$ cat src/rtl/rst_ctrl_pkg.sv
// Shared constants for the reset controller: FSM state codes, reset-cause codes
// and the reset synchronizer depth.
package rst_ctrl_pkg;

  localparam int unsigned SYNC_STAGES = 2;
  localparam int unsigned WDT_W       = 24;

  localparam logic [1:0] ST_ASSERT  = 2'd0;
  localparam logic [1:0] ST_RELEASE = 2'd1;
  localparam logic [1:0] ST_RUN     = 2'd2;
  localparam logic [1:0] ST_HOLD    = 2'd3;

  typedef logic [1:0] cause_t;

  localparam cause_t CAUSE_SYS = 2'b00;
  localparam cause_t CAUSE_SW  = 2'b01;
  localparam cause_t CAUSE_WDT = 2'b10;

endpackage

$ cat src/rtl/rst_sync.sv
// Reset synchronizer: asserts asynchronously, deasserts after STAGES clean clock edges.
module rst_sync
  import rst_ctrl_pkg::*;
#(
  parameter int unsigned STAGES = SYNC_STAGES
) (
  input  logic clk,
  input  logic rst,
  output logic o_rst_sync
);

  logic [STAGES-1:0] r_sync;

  always_ff @(posedge clk or posedge rst) begin
    if (rst) begin
      r_sync <= '1;
    end else begin
      r_sync <= r_sync << 1;
    end
  end

  assign o_rst_sync = r_sync[STAGES-1];

endmodule

$ cat src/rtl/rst_ctrl.sv
// Staged reset controller: releases NUM_DOMAINS resets one gap apart after a system
// reset, software request or watchdog expiry, and records the last reset cause.
module rst_ctrl
  import rst_ctrl_pkg::*;
#(
  parameter int unsigned NUM_DOMAINS = 3,
  parameter int unsigned RELEASE_GAP = 16,
  parameter int unsigned HOLD_CYCLES = 8,
  parameter int unsigned WDT_LIMIT   = 1 << 20
) (
  input  logic                   clk,
  input  logic                   rst,
  input  logic                   sw_rst_req,
  input  logic                   wdt_en,
  input  logic                   wdt_kick,
  output logic [NUM_DOMAINS-1:0] rst_out,
  output logic                   ready,
  output logic [1:0]             cause
);

  localparam logic [31:0]      GAP_LAST  = 32'(RELEASE_GAP - 1);
  localparam logic [31:0]      HOLD_LAST = 32'(HOLD_CYCLES - 1);
  localparam logic [WDT_W-1:0] WDT_LAST  = WDT_W'(WDT_LIMIT - 1);

  logic                   w_rst_sync;
  logic [1:0]             r_state, w_state_next;
  logic [NUM_DOMAINS-1:0] r_rst_out, w_rst_out_next, w_rst_out_shift;
  logic                   r_ready, w_ready_next;
  cause_t                 r_cause, w_cause_next;
  logic [31:0]            r_gap_cnt, w_gap_cnt_next;
  logic [31:0]            r_hold_cnt, w_hold_cnt_next;
  logic [WDT_W-1:0]       r_wdt_cnt, w_wdt_cnt_next;
  logic                   w_release_tick;
  logic                   w_gap_done;
  logic                   w_last_domain;
  logic                   w_wdt_expire;

  rst_sync #(
    .STAGES(SYNC_STAGES)
  ) u_rst_sync (
    .clk       (clk),
    .rst       (rst),
    .o_rst_sync(w_rst_sync)
  );

  // The cycle that leaves ASSERT or HOLD already counts as the first gap cycle,
  // so both release paths share identical T-relative timing.
  assign w_release_tick = ((r_state == ST_ASSERT) && !w_rst_sync) ||
                          (r_state == ST_RELEASE) ||
                          ((r_state == ST_HOLD) && (r_hold_cnt == HOLD_LAST));
  assign w_gap_done      = (r_gap_cnt == GAP_LAST);
  assign w_rst_out_shift = r_rst_out << 1;
  assign w_last_domain   = (w_rst_out_shift == '0);
  assign w_wdt_expire    = (r_state == ST_RUN) && wdt_en && !wdt_kick &&
                           (r_wdt_cnt == WDT_LAST);

  always_comb begin
    w_state_next    = r_state;
    w_rst_out_next  = r_rst_out;
    w_ready_next    = r_ready;
    w_cause_next    = r_cause;
    w_gap_cnt_next  = r_gap_cnt;
    w_hold_cnt_next = r_hold_cnt;
    w_wdt_cnt_next  = '0;

    if (w_release_tick) begin
      w_state_next    = ST_RELEASE;
      w_hold_cnt_next = '0;
      if (w_gap_done) begin
        w_gap_cnt_next = '0;
        w_rst_out_next = w_rst_out_shift;
        if (w_last_domain) begin
          w_state_next = ST_RUN;
          w_ready_next = 1'b1;
        end
      end else begin
        w_gap_cnt_next = r_gap_cnt + 1'b1;
      end
    end else if (r_state == ST_HOLD) begin
      w_hold_cnt_next = r_hold_cnt + 1'b1;
    end else if (r_state == ST_RUN) begin
      if (sw_rst_req || w_wdt_expire) begin
        w_state_next    = ST_HOLD;
        w_rst_out_next  = '1;
        w_ready_next    = 1'b0;
        w_cause_next    = sw_rst_req ? CAUSE_SW : CAUSE_WDT;
        w_hold_cnt_next = '0;
      end else if (wdt_en && !wdt_kick) begin
        w_wdt_cnt_next = r_wdt_cnt + 1'b1;
      end
    end
  end

  always_ff @(posedge clk or posedge rst) begin
    if (rst) begin
      r_state    <= ST_ASSERT;
      r_rst_out  <= '1;
      r_ready    <= 1'b0;
      r_cause    <= CAUSE_SYS;
      r_gap_cnt  <= '0;
      r_hold_cnt <= '0;
      r_wdt_cnt  <= '0;
    end else begin
      r_state    <= w_state_next;
      r_rst_out  <= w_rst_out_next;
      r_ready    <= w_ready_next;
      r_cause    <= w_cause_next;
      r_gap_cnt  <= w_gap_cnt_next;
      r_hold_cnt <= w_hold_cnt_next;
      r_wdt_cnt  <= w_wdt_cnt_next;
    end
  end

  for (genvar gi = 0; gi < NUM_DOMAINS; gi++) begin : g_rst_out
    assign rst_out[gi] = r_rst_out[gi];
  end

  assign ready = r_ready;
  assign cause = r_cause;

endmodule

$ cat config.mk
export PLATFORM = sky130hd
export DESIGN_NAME = rst_ctrl
export DESIGN_NICKNAME = d
export VERILOG_FILES = /design/src/rtl/rst_ctrl_pkg.sv /design/src/rtl/rst_sync.sv /design/src/rtl/rst_ctrl.sv
export SDC_FILE = /design/constraint.sdc
export NUM_CORES = 1
export LEC_CHECK = 0
export ABC_AREA = 1
export CAP_MARGIN = 25
export CORE_MARGIN = 1.5
export CORE_UTILIZATION = 58
export DETAILED_ROUTE_END_ITERATION = 10
export DONT_BUFFER_PORTS = 1
export PLACE_DENSITY_LB_ADDON = 0.25
export SKIP_CTS_REPAIR_TIMING = 1
export SKIP_LAST_GASP = 1
export SYNTH_ARGS = -nofsm -noshare
export SYNTH_HDL_FRONTEND = slang
export SYNTH_SLANG_ARGS = --single-unit
$ cat constraint.sdc
create_clock -name clk -period 3.9 [get_ports clk]
set_input_delay 1.17 -clock clk [delete_from_list [all_inputs] [get_ports clk]]
set_output_delay 1.17 -clock clk [all_outputs]
set_load 0.1 [all_outputs]
Yosys cells after proc, flatten, opt, wreduce, memory -nomap -nowiden
Cells that the tools add are included.
Widths: inputs -> output; s select.
- input port bits: 5
- register bits after elaboration: 98
- word-level logic and storage cells: 72
- eq/ne operators: 9
- add/subtract/negate cells: 3
- multiplexer cells: 28
- reduce and logical (&&, ||, !) cells: 22
- bitwise operators: 2
- operators with widths (operator ; number):
    $mux 32 ; 5
    $mux 24 ; 5
    $add 32x1->32 const B ; 2
    $eq 32x3->1 const B ; 1
    $eq 32x4->1 const B ; 1
    $add 24x1->24 const B ; 1
    $eq 24x20->1 const B ; 1
    $mux 3 ; 5
    $mux 2 ; 7
    $reduce_and 4->1 ; 2
    $logic_and 1x1->1 ; 6
    $mux 1 ; 6
    $reduce_bool 3->1 ; 2
    $reduce_and 5->1 ; 1
    $eq 2x2->1 const B ; 2
    $ne 2x1->1 const B ; 2
    $reduce_bool 2->1 ; 2
    $logic_not 3->1 ; 1
    $logic_or 1x1->1 ; 3
    $reduce_and 3->1 ; 1
    $eq 2x1->1 const B ; 1
    $logic_not 1->1 ; 2
    $logic_not 2->1 ; 1
    $ne 2x2->1 const B ; 1
    other kinds (2) ; 3

Depth between registers and ports, before layout
- depth in word-level cells: 9
- depth in mapped cells: 13
- mapped depth without buffers: 12

Modules after synthesis
Synthesis repeated with hierarchy kept, for this count alone.
- cells, all modules: 904
- area, all modules: 6135.9 µm²
- modules (own cells, without submodules) (module ; cells each ; times used ; area each (µm²)):
    rst_ctrl ; 900 ; 1 ; 6075.8
    rst_sync ; 4 ; 1 ; 60.1

Worst setup path after synthesis
OpenSTA, ideal clock, no wires.
- kind: input to register
- from: in wdt_kick
- to: reg r_hold_cnt[3]
- stages: 13
- slack: 1.749 ns
- setup time: 0.117 ns
- arrival time: 2.034 ns
- data required time: 3.783 ns
- cells stage by stage: inv_1 -> nand2_1 -> nor2_1 -> nand2_1 -> nor2_1 -> nand2_2 -> nand2_2 -> nand2_4 -> inv_2 -> nor2_4 -> buf_6 -> nand2_1 -> nand2_1
- longest elaborated chain between the ends: 6
- ends and longest elaborated chain (element ; line ; source):
    start: declaration ; rst_ctrl.sv:15 ; input logic wdt_kick,
    $logic_not 1->1 ; rst_ctrl.sv:54 ; assign w_wdt_expire = (r_state == ST_RUN) && wdt_en && !wdt_kick &&
    $logic_and 1x1->1 (2 in series) ; rst_ctrl.sv:54 ;
    $logic_or 1x1->1 ; rst_ctrl.sv:82 ; if (sw_rst_req || w_wdt_expire) begin
    $reduce_bool 3->1 (no source line) ; -- ;
    $reduce_and 2->1 (no source line) ; -- ;
    end signal: assignment ; rst_ctrl.sv:109 ; r_hold_cnt <= w_hold_cnt_next;
    end: declaration ; rst_ctrl.sv:31 ; logic [31:0] r_hold_cnt, w_hold_cnt_next;
Every way passes these cells.
A chain may end at the register's enable or synchronous reset.

Worst setup path in the final report
- from: reg r_ready, in the netlist ready
- to: out ready
- RTL lines (element ; line ; source):
    start: declaration ; rst_ctrl.sv:28 ; logic r_ready, w_ready_next;
    start signal: assignment ; rst_ctrl.sv:106 ; r_ready <= w_ready_next;
    end: declaration ; rst_ctrl.sv:17 ; output logic ready,
No word-level cell between the ends.

==> results.ini <==
[power_and_ir_drop]
swShare = 0.359
p_clk_frac = 0.296
p_per_area_nw_per_um2 = 385
vdd_drop_max_mv = 0.525
net-switching-power_uw = 875
internal-power_uw = 1560
combPwrFrac = 0.167
p_seq_frac = 0.537
p_leak_uw = 0.00282

[clocking]
cts_tree = yes
numCtsBuffers = 9
ctsRootBufferMaster = clkbuf_8
path_clk_slew_ns = 0.09
clockBufferDepth = 2
worst_skew_pair.late_latency_ns = 0.38
clock-sinks = 98
ctsHtreeMaxLevel = 3

[status]
outcome = completed

[worst_setup_path]
critPathMaxFanout = 2
arrival_ns = 1.33
setup.worst_path.start = ready
rr_startpoint = r_wdt_cnt[0]
path_class = reg -> out
r2r-end = r_wdt_cnt[13]
r2r_cells = 10
worstPathRequired_ns = 2.73
cp-end-kind = output port
cp-start-kind = flip-flop
r2r_slack_ns = 1.60

[floorplanning]
fp.dieW_um = 105
die_area_um2 = 10900
start_util = 0.606
die_h_um = 105
core_area_um2 = 9860
io_pins = 11
num_rows = 36

[layout]
antenna_cells = 0
area_growth_pct = 5.74
fin_nets = 894
drive_gt1_frac = 0.0460

[route]
wl_per_cell_um = 13.3
drc_errors = 0
drt_iter0_markers = 377
dr_total_vias = 5558
drtAntennaViolNets = 0
vias_per_cell = 5.43
wirelength_um = 13600
firstDrtPassIters = 5

[min_path]
hold_path_end = u_rst_sync.r_sync[1]
whs_path_depth = 0
hp-class = reg -> reg
min_from = u_rst_sync.r_sync[0]

[timing]
fin_crit_ns = 2.50
finalSetupTns_ns = 0
hold_viol = 0
fin_crit_sh = 0.642
holdWs_ns = 0.362
slew_headroom = 0.387
worstMarginPinSlew_ns = 0.920
rsz0062_at_grt = no
fmax_mhz = 399
setup_viol = 0
fin_skew_ns = 0.0102
final_max_slew_viol_count = 0

[yosys]
yosysUniqueCellTypes = 31
synth.area.top_cells = dfrtp_1, nand2_1, nor2_1, nand3_1, inv_1
syn_nets = 894
synth_top_cell_area_share = 0.389
syn_area_um2 = 5980
postSynthCellCount = 886
synth-seq-area-share = 0.411
syn_area_per_cell_um2 = 6.75
synth-seq-cells = 98
synth-warning-count = 0
synth_area_leader_cell = dfrtp_1

[global_routing]
grt_pass1_wl_um = 23200
grt_max_degree = 65
grt_usage = 0.261
overflow = 0
grt_pass1_vias = 5054
antenna_found_initial = 0

[placed_design]
dp_hpwl_um = 10000
io_buffers = 0
place_congestion = 0.928

[run]
cap_viol_max_count = 0

## cells in the final DEF (no fill, tap or decap), types with 4 or more instances in the layout
| cell type | count |
|---|---|
| a21oi_1 | 4 |
| clkbuf_8 | 12 |
| dfrtp_1 | 93 |
| dfstp_2 | 5 |
| inv_1 | 95 |
| nand2_1 | 283 |
| nand2_2 | 4 |
| nand3_1 | 91 |
| nand4_1 | 15 |
| nor2_1 | 148 |
| nor2_2 | 4 |
| nor3_1 | 34 |
| nor3b_1 | 4 |
| o21ai_0 | 40 |
| xnor2_1 | 9 |
| xor2_1 | 22 |
## per-layer routing
| metal | part of all wire | wire length [um] | GRT usage |
|---|---|---|---|
| met1 | 0.49 | 6610 | 0.381 |
| met2 | 0.44 | 6040 | 0.403 |
| met3 | 0.058 | 790 | 0.0401 |
| met4 | 0.013 | 181 | 0.0774 |
| met5 | 0 | 0 | 0 |
## power groups by stage
stage / combinational, uW / sequential [uW] / clock [uW]
after floorplan: 347 / 1310 / 0
after CTS: 411 / 1310 / 736
after global placement: 397 / 1320 / 0
final: 407 / 1310 / 720
after global routing: 465 / 1320 / 777
after detailed placement: 407 / 1330 / 0
## how the worst max path moves through the flow
stage,to,depth (start not counted)
3_5_place_dp,r_wdt_cnt[13],10
4_1_cts,ready,0
6_report,ready,0
5_1_grt,ready,0
2_1_floorplan,cause[0],1
3_3_place_gp,r_wdt_cnt[13],10
## cells by family after synthesis
family,after synthesis,share of synthesized area
adders and majority gates,3,0.00628
other,1,0.000627
and+or+nand+nor,593,0.419
xor gates and xnor gates,31,0.0454
buffers and inverters,112,0.0758
AOI/OAI and AO/OA,48,0.0417
DFF,98,0.411
## cells in the mapped netlist (all sizes together)
| master | n |
|---|---|
| buf | 11 |
| a21o | 1 |
| and2 | 1 |
| a21oi | 5 |
| dfstp | 5 |
| nand3 | 91 |
| inv | 97 |
| a31oi | 1 |
| clkbuf | 4 |
| o22ai | 1 |
| ha | 3 |
| xor2 | 22 |
| o21ai | 40 |
| or2 | 1 |
| or3 | 1 |
| nor3 | 34 |
| dfrtp | 93 |
| nand2 | 288 |
| xnor2 | 9 |
| nor3b | 4 |
| nand3b | 3 |
| nand4 | 15 |
| nor2 | 155 |
| conb | 1 |
## state kept, by name (all words and copies together) (netlist names)
name / count
r_wdt_cnt: 24
r_hold_cnt: 32
r_gap_cnt: 32
u_rst_sync.r_sync: 2
rst_out: 3
r_state: 2
cause: 2
ready: 1
## final cells by class
class / instances / area (um^2)
sequential: 98 / 2460
clock buffer: 12 / 165
tap: 133 / 166
inverter: 97 / 367
fill: 895 / 3540
clock inverter: 4 / 55.1
multi-input combinational: 676 / 3070
timing repair buffer: 4 / 42.5
## stage by stage
stage	cell area, um^2	std cells	utilization	power (uW)	setup WS, ns
2_1_floorplan	5980	886	-	1660	0.176
3_3_place_gp	6100	1008	0.618	1720	1.33
3_5_place_dp	6100	1008	0.618	1730	1.24
4_1_cts	6320	1024	0.641	2450	1.38
5_1_grt	6320	1024	0.641	2560	1.37
6_report	6320	1024	0.641	2440	1.40
(Power assumes the default switching activity.)
